--- src/rtl/logic_serial_pkg.sv ---
// logic_serial_pkg: opcode encodings and FSM states shared by the serial logic unit
package logic_serial_pkg;
   localparam logic [2:0] OP_NOT  = 3'b000;
   localparam logic [2:0] OP_AND  = 3'b001;
   localparam logic [2:0] OP_OR   = 3'b010;
   localparam logic [2:0] OP_XOR  = 3'b011;
   localparam logic [2:0] OP_NOR  = 3'b100;
   localparam logic [2:0] OP_NAND = 3'b101;
   localparam logic [2:0] OP_XNOR = 3'b110;
   localparam logic [2:0] OP_PASS = 3'b111;
   typedef enum logic [1:0] {
      S_IDLE = 2'd0,
      S_RUN  = 2'd1,
      S_DONE = 2'd2
   } state_e;
endpackage

--- src/rtl/logic_digit_op.sv ---
// logic_digit_op: one digit-wide bitwise slice shared by every digit of an operation
module logic_digit_op
   import logic_serial_pkg::*;
#(
   parameter int DIGIT = 4
) (
   input  logic [2:0]       op_i,
   input  logic [DIGIT-1:0] x_i,
   input  logic [DIGIT-1:0] y_i,
   output logic [DIGIT-1:0] z_o
);
   // eight-way function select; PASS falls through to the default
   always_comb begin
      case (op_i)
         OP_NOT:  z_o = ~x_i;
         OP_AND:  z_o = x_i & y_i;
         OP_OR:   z_o = x_i | y_i;
         OP_XOR:  z_o = x_i ^ y_i;
         OP_NOR:  z_o = ~(x_i | y_i);
         OP_NAND: z_o = ~(x_i & y_i);
         OP_XNOR: z_o = ~(x_i ^ y_i);
         default: z_o = x_i;
      endcase
   end
endmodule

--- src/rtl/logic_serial_unit.sv ---
// logic_serial_unit: digit-serial bitwise logic unit, LSB digit first, with zero flag
module logic_serial_unit
   import logic_serial_pkg::*;
#(
   parameter int WIDTH = 16,
   parameter int DIGIT = 4
) (
   input  logic             clk,
   input  logic             rst_n,
   input  logic             in_valid_i,
   output logic             in_ready_o,
   input  logic [2:0]       op_i,
   input  logic [WIDTH-1:0] a_i,
   input  logic [WIDTH-1:0] b_i,
   output logic             out_valid_o,
   input  logic             out_ready_i,
   output logic [WIDTH-1:0] result_o,
   output logic             zero_o
);
   localparam int NDIG = WIDTH / DIGIT;
   localparam int CW   = NDIG > 1 ? $clog2(NDIG) : 1;

   if (WIDTH % DIGIT != 0) begin : g_width_chk
      $error("logic_serial_unit: WIDTH must be a multiple of DIGIT");
   end

   state_e           state_q;
   logic [CW-1:0]    cnt_q;
   logic [WIDTH-1:0] a_q, b_q, res_q, res_d;
   logic [2:0]       op_q;
   logic             zero_q;
   logic [DIGIT-1:0] slice;

   logic_digit_op #(.DIGIT(DIGIT)) u_digit (
      .op_i(op_q),
      .x_i (a_q[DIGIT-1:0]),
      .y_i (b_q[DIGIT-1:0]),
      .z_o (slice)
   );

   assign res_d       = {slice, res_q[WIDTH-1:DIGIT]};
   assign in_ready_o  = state_q == S_IDLE;
   assign out_valid_o = state_q == S_DONE;
   assign result_o    = res_q;
   assign zero_o      = zero_q;

   // capture on handshake, shift one digit per RUN cycle, hold result until consumed
   always_ff @(posedge clk or negedge rst_n) begin
      if (!rst_n) begin
         state_q <= S_IDLE;
         cnt_q   <= '0;
         a_q     <= '0;
         b_q     <= '0;
         op_q    <= '0;
         res_q   <= '0;
         zero_q  <= 1'b0;
      end else begin
         case (state_q)
            S_IDLE: if (in_valid_i) begin
               a_q     <= a_i;
               b_q     <= b_i;
               op_q    <= op_i;
               cnt_q   <= '0;
               state_q <= S_RUN;
            end
            S_RUN: begin
               a_q   <= a_q >> DIGIT;
               b_q   <= b_q >> DIGIT;
               res_q <= res_d;
               cnt_q <= cnt_q + CW'(1);
               if (cnt_q == CW'(NDIG - 1)) begin
                  zero_q  <= ~|res_d;
                  state_q <= S_DONE;
               end
            end
            S_DONE: if (out_ready_i) state_q <= S_IDLE;
            default: state_q <= S_IDLE;
         endcase
      end
   end
endmodule
--- config.mk ---
export PLATFORM = sky130hd
export DESIGN_NAME = logic_serial_unit
export DESIGN_NICKNAME = d
export VERILOG_FILES = /design/src/rtl/logic_serial_pkg.sv /design/src/rtl/logic_digit_op.sv /design/src/rtl/logic_serial_unit.sv
export SDC_FILE = /design/constraint.sdc
export NUM_CORES = 1
export LEC_CHECK = 0
export ABC_AREA = 1
export CAP_MARGIN = 10
export CORE_MARGIN = 4
export CORE_UTILIZATION = 40
export DETAILED_ROUTE_END_ITERATION = 10
export GPL_TIMING_DRIVEN = 1
export PLACE_DENSITY = 0.74
export SLEW_MARGIN = 30
export SYNTH_ARGS = -nofsm -noshare
export SYNTH_HDL_FRONTEND = slang
export SYNTH_SLANG_ARGS = --single-unit
--- constraint.sdc ---
create_clock -name clk -period 1.8 [get_ports clk]
set_input_delay 0.36 -clock clk [delete_from_list [all_inputs] [get_ports clk]]
set_output_delay 0.36 -clock clk [all_outputs]
set_load 0.02 [all_outputs]
Word level (Yosys, flattened, before mapping)

Index checks and enable logic that the tools add are counted.

Flip-flop bits (word level): 56
Bits of input ports: 39
Output and inout port bits: 19
Word-level logic and storage cells: 47

Add/subtract/negate cells: 1
Eq/ne operators: 12
Muxes and demuxes: 11
Bitwise gates (word level): 7
Reductions and logical operators: 9

Operators with widths:

| kind                                          | count |
|---|---|
| one-hot mux 16 bit (2 select lines)           | 2 |
| 2-to-1 mux 16 bit                             | 2 |
| one-hot mux 4 bit (7 select lines)            | 1 |
| NOT 4 bit                                     | 4 |
| OR reduction 16 bit                           | 1 |
| == test 3 bit, second input constant          | 3 |
| 2-to-1 mux 2 bit                              | 4 |
| == test 3 x 2 -> 1 bit, second input constant | 2 |
| one-hot mux 2 bit (3 select lines)            | 1 |
| AND reduction 2 bit                           | 3 |
| bitwise AND 4 bit                             | 1 |
| == test 2 bit, second input constant          | 2 |
| != test 2 bit, second input constant          | 2 |
| OR 4 bit                                      | 1 |
| one-hot mux 2 bit (2 select lines)            | 1 |
| XOR 4 bit                                     | 1 |
| == test 3 x 1 -> 1 bit, second input constant | 1 |
| zero test 3 bit                               | 1 |
| AND reduction 3 bit                           | 1 |
| adder 2 x 1 -> 2 bit, second input constant   | 1 |
| == test 2 x 1 -> 1 bit, second input constant | 1 |
| zero test 2 bit                               | 1 |
| != test 2 x 1 -> 1 bit, second input constant | 1 |
| nonzero test 2 bit                            | 1 |
| zero test 1 bit                               | 1 |

Logic depth before layout (Yosys ltp)

Gate-level depths: netlist of run 1.

Depth after elaboration: 5
Depth in mapped cells: 10
Gate-level depth less buffers: 10

Modules after synthesis

A second synthesis of run 1 with hierarchy kept.

Cell total of the unflattened synthesis: 389
Area, all modules: 2,960.3 µm²

By module, submodules not included:

| module            | times used | cells each | area an instance (µm²) | seq. area each (µm²) |
|---|---|---|---|---|
| logic_serial_unit | 1          | 299        | 2,481.1                | 1,401.3 |
| logic_digit_op    | 1          | 90         | 479.2                  | 0.0 |

Least setup slack after synthesis of run 1

Ideal clock, no wire load.

Path kind: register to register
Start point: reg state_q[0]
End point: reg a_q[0]
Library setup time: 94 ps
Data arrival time: 1,266 ps
Data required time: 1,706 ps
Path slack: 440 ps
Cell stages (with the launch flop): 7
Buffers on the path: 1
Clock period less this slack: 1,360 ps
Cells stage by stage: dfrtp_1 > nor2_4 > nand2_4 > inv_4 > nor2_8 > buf_4 > a221oi_2

Word-level cells in the longest chain between the ends: 3
Elaborated cells on any way between the ends: 6
Classes of those cells: 2 x eq/ne; 1 x mux; 3 x reduce/logical

Ends and longest elaborated chain:

| what                                                                 | line                    | source |
|---|---|---|
| from (decl)                                                          | logic_serial_unit.sv:27 | `state_e state_q;` |
| from (signal assigned)                                               | logic_serial_unit.sv:50 | `state_q <= S_IDLE;` |
| from (signal assigned)                                               | logic_serial_unit.sv:64 | `state_q <= S_RUN;` |
| from (signal assigned)                                               | logic_serial_unit.sv:73 | `state_q <= S_DONE;` |
| zero test 2 bit *                                                    | -                       |  |
| via in_ready_o                                                       | logic_serial_unit.sv:11 | `output logic in_ready_o,` |
| != test 2 bit (no source line) or nonzero test 2 bit (tied branches) | -                       |  |
| AND reduction 2 bit (no source line)                                 | -                       |  |
| to (signal assigned)                                                 | logic_serial_unit.sv:60 | `a_q <= a_i;` |
| to (signal assigned)                                                 | logic_serial_unit.sv:67 | `a_q <= a_q >> DIGIT;` |
| to (decl)                                                            | logic_serial_unit.sv:29 | `logic [WIDTH-1:0] a_q, b_q, res_q, res_d;` |

The timed path passes the listed nets; every way through them passes the cells marked *.
A chain may end at the register's enable or synchronous reset.

Final worst setup path of run 1

Start point: reg res_q[9] (netlist: result_o[9])
End point: out result_o[9]

RTL lines:

| what                   | line                    | source |
|---|---|---|
| from (decl)            | logic_serial_unit.sv:29 |  |
| from (signal assigned) | logic_serial_unit.sv:69 | `res_q <= res_d;` |
| to (decl)              | logic_serial_unit.sv:17 | `output logic [WIDTH-1:0] result_o,` |

No word-level cell between the ends.

==> reports/metrics.cfg, run 1 <==
[outcome]
status = complete, no violations

[worst_hold_path]
hp-class = input pin to async pin

[synthesis]
yosysTopAreaCellShare = 0.461
ys_ff_latch = 56
async_reset_ff_frac = 1.00
synth_area_um2 = 3040
syn_nets = 377
synth-main-ff-cell = dfrtp_1
syn_avg_cell_area_um2 = 9.24
yosysWarnings = 0
yosys.cell_types.count = 27
syn-instance-count = 329
synth_area_leaders = dfrtp_1 46%, a221oi_2 12%, inv_1 6.5%, nand2_1 6.2%, nor3_1 4.1%
yosysSeqAreaShare = 0.461
synth.largest_area_cell = dfrtp_1
synth_enable_flop_cells = 0

[layout]
final_common_cell = dfrtp_1
ff_latch_area_um2 = 1400
instances_no_fill = 483
final_nets = 431
multi_input_area_um2 = 1290
antenna_cells = 0
design_area_um2 = 3790
synthToLayoutAreaGrowth_pct = 24.7
fillers = 652
drive_gt1_frac = 0.148
utilization = 0.517
layout_common_cells = 56 x dfrtp_1, 54 x clkdlybuf4s50_1, 53 x inv_1, 50 x nand2_1, 25 x nor3_1

[global_routing]
grt_use_met3 = 0.0316
first_global_vias = 2349
grt_pass1_wl_um = 11200
met2_usage = 0.243
use_met1 = 0.214
grt.overflow.total = 0
grt_use_total = 0.155
busiest_layer = met2
antenna_found_initial = 0
grt_max_degree = 57

[critical_path]
critPathTopFamily = buffers and inverters
startpoint_type = register
worstPathCellList = clkdlybuf4s50_1
critical_path_arrival_ns = 1.34
critPathMaxStageDelay_ns = 0.62
crit_path_max_fanout = 3
critPathBufInv = 1
crit_path_end_kind = output pin
worstPathRequired_ns = 1.44
crit_slowest_cell = clkdlybuf4s50_1
worstSetupPathType = register to output pin

[flow_run]
cap_violations = 0

[route]
vias = 2417
wl_um = 6500
drc = 0
vias_per_cell = 5.00
drtPass1Iterations = 4
antenna_left = 0
wire_per_inst_um = 13.4
drt_iter0_drc = 96

[sta]
fin_skew_ns = 0.00632
max_freq_mhz = 590
slew_viol_final = 0
fin_ws_ns = 0.105
grt_setup_unrepaired = no
setup_violations = 0
period_minus_slack_ns = 1.70
fin_crit_sh = 0.942
worstMarginPinSlew_ns = 0.533
maxSlewHeadroom = 0.645
hold_violations = 0
setup-tns-final_ns = 0

[die]
io_pins = 58
start_util = 0.415
coreArea_um2 = 7330
dieArea_um2 = 9060
die_y_um = 95.2
row_count = 31
die_x_um = 95.2

[clocking]
cts_max_path_buffers = 2
htreeDepth = 2
hold_buffers = 0
cts_root_buffer = clkbuf_8
worstSkewPairLatency_ns = 0.32
cts_tree = yes
cts_num_sinks = 56
clk_pin_slew_ns = 0.11
cts_inserted_buffers = 5

[pwr]
vdd_drop_max_mv = 0.625
leakage_uw = 0.00171
powerDensity_nw_per_um2 = 1830

[placement]
gp_congestion = 0.810
dp.cells = 475
io_buffer_count = 57
postPlaceCellArea_um2 = 3690
hpwl_um = 4740
pre_cts_slack_ns = 0.0999

[layout make-up]
class                   instances  area share
clock inverters                 2     0.00495
well taps                      99      0.0327
clock buffers                   6      0.0218
multi-input cells             197       0.339
inverters                      59      0.0597
flip-flops and latches         56       0.370
repair buffers                 64       0.172
[power by group]
group	leakage, µW	internal, µW	switching [µW]
Combinational	0.000973	1630	2330
Clock	0.0000493	323	447
Sequential	0.000687	1850	379
Total	0.00171	3800	3150
[Yosys cell counts (2+ instances only)]
cell / count
dfrtp_1: 56
inv_1: 53
nand2_1: 50
nor3_1: 25
a221oi_2: 24
o21ai_0: 24
nand3_1: 17
nor2_1: 16
nand4_1: 12
ha_1: 9
buf_6: 6
buf_2: 5
o21ai_1: 5
inv_2: 4
nand2_2: 4
buf_4: 3
clkbuf_1: 3
inv_4: 2
nand3b_1: 2
nor2_4: 2
[kinds of logic (layout without fill, tap and decap cells)]
group | Yosys count | after routing | synth area share
flops | 56 | 56 | 0.461
simple gates | 132 | 132 | 0.212
buf+inv | 76 | 131 | 0.116
fa+ha+maj | 9 | 9 | 0.0370
compound gates | 56 | 56 | 0.174
[stage by stage]
| stage | power [µW] | hold slack (ns) |
|---|---|---|
| after floorplan | 5280 | 0.0644 |
| after global placement | 6110 | 0.379 |
| after detailed placement | 6250 | 0.388 |
| after CTS | 7000 | 0.0317 |
| after global routing | 7540 | 0.0308 |
| final | 6960 | 0.0106 |
[timing repair]
action	CTS	global route
setup buffers	0	0
gates resized for setup	2	0
setup endpoints to repair	2	0
hold endpoints to repair	0	0
[final timing paths]
check                            startpoint     endpoint  slack [ns]  cells after the start
worst max register to register      op_q[0]       zero_o        0.22                      8
worst max-delay path            result_o[9]  result_o[9]        0.10                      1
min in group clk                result_o[1]  result_o[1]        0.49                      2
worst min-delay path                  rst_n  result_o[1]        0.01                      2
max in group asynchronous             rst_n   state_q[0]        1.51                      2
worst min register to register  result_o[1]  result_o[1]        0.49                      2
[sequential cells by signal, summed over array words and instances, names as in the netlist]
name and flops:
zero_o 1, state_q 2, b_q 16, a_q 16, cnt_q 2, result_o 16
op_q 3
[routing by layer]
metal	part of all wire	vias up
met4	0.017	0
met3	0.057	9
met5	0	-
li1	-	1213
met2	0.47	64
met1	0.46	1131
(Power assumes the default switching activity.)
==> run 2, diff against run 1 <==
ABC_AREA = default   (was 1)
CTS_CLUSTER_SIZE = 12   (was default)
PLACE_DENSITY = 0.75   (was 0.74)
==> reports/metrics.cfg, run 2 <==
[outcome]
status = finished with violations
violations = setup timing

[layout]
antenna_cells = 0
instances_no_fill = 487
drive_gt1_frac = 0.0997
final_common_cell = nand2_1
utilization = 0.543
synthToLayoutAreaGrowth_pct = 32.0
layout_common_cells = 107 x nand2_1, 54 x dfrtp_1, 54 x clkdlybuf4s50_1, 28 x nor2_1, 27 x o21ai_0
fillers = 634
design_area_um2 = 3690
final_nets = 438

[global_routing]
grt_max_degree = 57
grt.overflow.total = 0
grt_pass1_wl_um = 10600
busiest_layer = met2
grt_use_total = 0.154
antenna_found_initial = 0
first_global_vias = 2375
use_met1 = 0.183
met2_usage = 0.272
grt_use_met3 = 0.0353

[sta]
fin_ws_ns = -0.0899
whs_ns = 0.0255
setup_violations = 1
setup-tns-final_ns = -0.0899
hold_violations = 0
worstMarginPinSlew_ns = 0.539
fin_skew_ns = 0.00590
grt_setup_unrepaired = yes
period_minus_slack_ns = 1.89
fin_crit_sh = 1.05
slew_viol_final = 0
max_freq_mhz = 529
maxSlewHeadroom = 0.631

[placement]
postPlaceCellArea_um2 = 3560
hpwl_um = 4520
dp.cells = 479
io_buffer_count = 57
gp_congestion = 0.789

[synthesis]
syn-instance-count = 330
synth_area_um2 = 2800
synth_area_leaders = dfrtp_1 50%, nand2_1 14%, o21ai_0 5.0%, ha_1 4.0%, nor2_1 3.8%
async_reset_ff_frac = 1.00
yosysWarnings = 0
synth_most_common_cell = nand2_1
syn_avg_cell_area_um2 = 8.47
ys_ff_latch = 56
yosys.cell_types.count = 38
yosysSeqAreaShare = 0.501
syn_nets = 378
synth-main-ff-cell = dfrtp_1
synth.largest_area_cell = dfrtp_1
synth_enable_flop_cells = 0
synth_common_cells = 107 x nand2_1, 56 x dfrtp_1, 28 x nor2_1, 28 x o21ai_0
yosysTopAreaCellShare = 0.501

[route]
vias = 2379
drtPass1Iterations = 4
drc = 0
wl_um = 6210
vias_per_cell = 4.89
antenna_left = 0
drt_iter0_drc = 144
wire_per_inst_um = 12.8

[clocking]
clk_pin_slew_ns = 0.10
hold_buffers = 0
worstSkewPairLatency_ns = 0.31
cts_setup_buffers = 0
cts_root_buffer = clkbuf_8
cts_inserted_buffers = 5
cts_max_path_buffers = 2
cts_num_sinks = 56
htreeDepth = 2
cts_tree = yes

[critical_path]
critical_path_arrival_ns = 2.12
crit_path_end_kind = register
worstSetupPathType = register to register
worstPathRequired_ns = 2.03
startpoint_type = register
crit_path_max_fanout = 3

[die]
coreArea_um2 = 6790
die_x_um = 91.6
row_count = 30
io_pins = 58
dieArea_um2 = 8390
die_y_um = 91.6
start_util = 0.412

[pwr]
leakage_uw = 0.00168
powerDensity_nw_per_um2 = 1840
vdd_drop_max_mv = 0.680

[flow_run]
cap_violations = 0

[worst_hold_path]
hp-class = input pin to async pin

## run 2: through the flow
step | worst slack [ns] | total power [µW]
finish | -0.0899 | 6780
global route | -0.230 | 7400
CTS | -0.101 | 6810
detailed placement | -0.0950 | 5920
global placement | -0.0296 | 5740
floorplan | -0.0189 | 4640
## run 2: per-layer routing
metal / wire length [µm] / share of wire
met5: 0 / 0
met4: 117 / 0.019
met3: 338 / 0.054
met2: 3100 / 0.50
met1: 2660 / 0.43
## run 2: cell type report
| type | count | area [µm²] | share of cell area |
|---|---|---|---|
| Inverter | 12 | 45.0 | 0.0122 |
| Timing Repair Buffer | 75 | 736 | 0.199 |
| Clock inverter | 2 | 38.8 | 0.0105 |
| Sequential cell | 56 | 1400 | 0.380 |
| Tap cell | 96 | 120 | 0.0325 |
| Multi-Input combinational cell | 240 | 1270 | 0.343 |
| Clock buffer | 6 | 82.6 | 0.0224 |
## run 2: report_power, final
group	switching (µW)	internal (µW)	total, µW
clock	407	455	862
sequential	469	1870	2340
combinational	1960	1610	3570
total	2840	3940	6780
## run 2: kinds of logic after synthesis
logic type      after synthesis  synth area share
simple gates                158             0.236
compound gates               68             0.150
flops                        56             0.501
buf+inv                      34            0.0523
fa+ha+maj                     9            0.0403
mux                           5            0.0197
## run 2: final timing paths
kind                              from          end  slack, ns  cells past startpoint
min in group clk           result_o[2]  result_o[2]       0.49                      2
setup / recovery                a_q[2]       zero_o      -0.09                      7
setup reg to reg                a_q[2]       zero_o      -0.09                      7
max in group asynchronous        rst_n      op_q[0]       1.51                      2
hold reg to reg            result_o[2]  result_o[2]       0.49                      2
hold / removal                   rst_n      b_q[12]       0.03                      2
## run 2: timing repair
item                       CTS  global route
setup endpoints to repair    5             3
gates resized for setup      4             4
hold endpoints to repair     0             0
## run 2: worst max-delay path, stage by stage, from the launching register on
cell and delay (ns):
dfrtp_1 0.39, buf_4 0.14, ha_1 0.20, mux2i_1 0.13, o32ai_1 0.10, a311oi_2 0.21, or4b_1 0.47, o31ai_2 0.17
==> run 3, diff against run 2 <==
CORE_UTILIZATION = 35   (was 40)
PLACE_DENSITY = 0.68   (was 0.75)
==> reports/metrics.cfg, run 3 (same netlist as run 2, synthesis figures left out) <==
[placement]
io_buffer_count = 57
gp_congestion = 0.847
postPlaceCellArea_um2 = 3570
hpwl_um = 4560

[critical_path]
critical_path_arrival_ns = 2.12
ff2ff_setup_slack_ns = -0.09
worstSetupPathType = register to register
worstPathRequired_ns = 2.02
crit_start = a_q[2]
worstRegToRegCells = 7
crit_path_end_kind = register
startpoint_type = register
r2r-start = a_q[2]
r2r-end = zero_o
crit_path_max_fanout = 2

[worst_hold_path]
min_to = result_o[0]
hp-class = register to register
hp-start = result_o[0]
whs_path_depth = 2

[global_routing]
grt_use_total = 0.135
grt.overflow.total = 0
grt_pass1_wl_um = 10700
grt_max_degree = 55
antenna_found_initial = 0
first_global_vias = 2331

[flow_run]
cap_violations = 0

[outcome]
status = finished with violations
violations = setup timing

[die]
start_util = 0.360
row_count = 32
die_y_um = 97.4
die_x_um = 97.4
io_pins = 58
dieArea_um2 = 9480
coreArea_um2 = 7770

[layout]
utilization = 0.473
design_area_um2 = 3680
antenna_cells = 0
drive_gt1_frac = 0.0967
final_common_cell = nand2_1
synthToLayoutAreaGrowth_pct = 31.5
layout_common_cells = 107 x nand2_1, 55 x dfrtp_1, 54 x clkdlybuf4s50_1, 28 x nor2_1, 27 x o21ai_0
final_nets = 440

[sta]
setup_violations = 1
worstMarginPinSlew_ns = 0.473
fin_crit_sh = 1.05
grt_setup_unrepaired = yes
slew_viol_final = 0
period_minus_slack_ns = 1.89
maxSlewHeadroom = 0.676
hold_violations = 0
fin_skew_ns = 0.00520
max_freq_mhz = 528
fin_ws_ns = -0.0938

[clocking]
cts_max_path_buffers = 2
htreeDepth = 2
cts_num_sinks = 56
worstSkewPairLatency_ns = 0.31
cts_root_buffer = clkbuf_8
clk_pin_slew_ns = 0.09
cts_inserted_buffers = 5
cts_tree = yes

[route]
wire_per_inst_um = 12.6
drc = 0
vias_per_cell = 4.79
vias = 2370
drtPass1Iterations = 7
antenna_left = 0
drt_iter0_drc = 53
wl_um = 6230

[pwr]
powerDensity_nw_per_um2 = 1780
vdd_drop_max_mv = 0.649
leakage_uw = 0.00168

## run 3: cell types whose count changed in the layout (fill, tap and decap cells not counted), sizes merged
cell / delta
buf: +1
bufinv: -1
clkbuf: +1
clkinv: -1
dlygate4sd3: +1
inv: +1
## run 3: worst max path at each step
stage / endpoint
6_report: zero_o
5_1_grt: zero_o
4_1_cts: zero_o
3_5_place_dp: zero_o
3_3_place_gp: zero_o
2_1_floorplan: zero_o
## run 3: final cells by class
type	count	area (µm²)
repair buffers	77	753
multi-input cells	240	1260
flip-flops and latches	56	1400
well taps	102	128
fillers	779	4090
clock buffers	7	76.3
clock inverters	1	8.76
inverters	12	45.0
## run 3: per-stage QoR
step / power [µW] / setup WS [ns] / setup TNS [ns] / hold slack [ns] / cells
after CTS: 6580 / -0.109 / -0.109 / 0.487 / 495
after global routing: 7180 / -0.195 / -0.195 / 0.528 / 495
after detailed placement: 5890 / -0.0860 / -0.0860 / 0.323 / 486
after global placement: 5780 / -0.0348 / -0.0348 / 0.324 / 486
after floorplan: 4640 / -0.0189 / -0.0189 / 0.0644 / 330
final: 6530 / -0.0938 / -0.0938 / 0.482 / 495
## run 3: report_power, final
group / internal [µW] / leakage, µW / total [µW] / switching [µW]
Sequential: 1870 / 0.000693 / 2320 / 446
Clock: 279 / 0.0000424 / 676 / 397
Combinational: 1610 / 0.000941 / 3540 / 1930
## run 3: layer usage
layer / part of all wire / vias to the layer above / global-route usage
met4: 0.010 / 0 / 0.0415
met1: 0.46 / 1100 / 0.172
met3: 0.035 / 7 / 0.0251
li1: - / 1221 / -
met5: 0 / - / 0
met2: 0.49 / 42 / 0.233
## run 3: worst max-delay path: stages (launching register included)
cell      delay (ns)
dfrtp_1         0.36
inv_1           0.06
ha_1            0.31
mux2i_1         0.14
o32ai_1         0.10
a311oi_2        0.20
or4b_1          0.47
o31ai_2         0.18
## run 3: repair_timing
action,CTS,global route
hold buffers,1,0
setup buffers,0,0
gates resized for setup,2,5
endpoints found under the hold margin,17,0
setup endpoints to repair,3,3
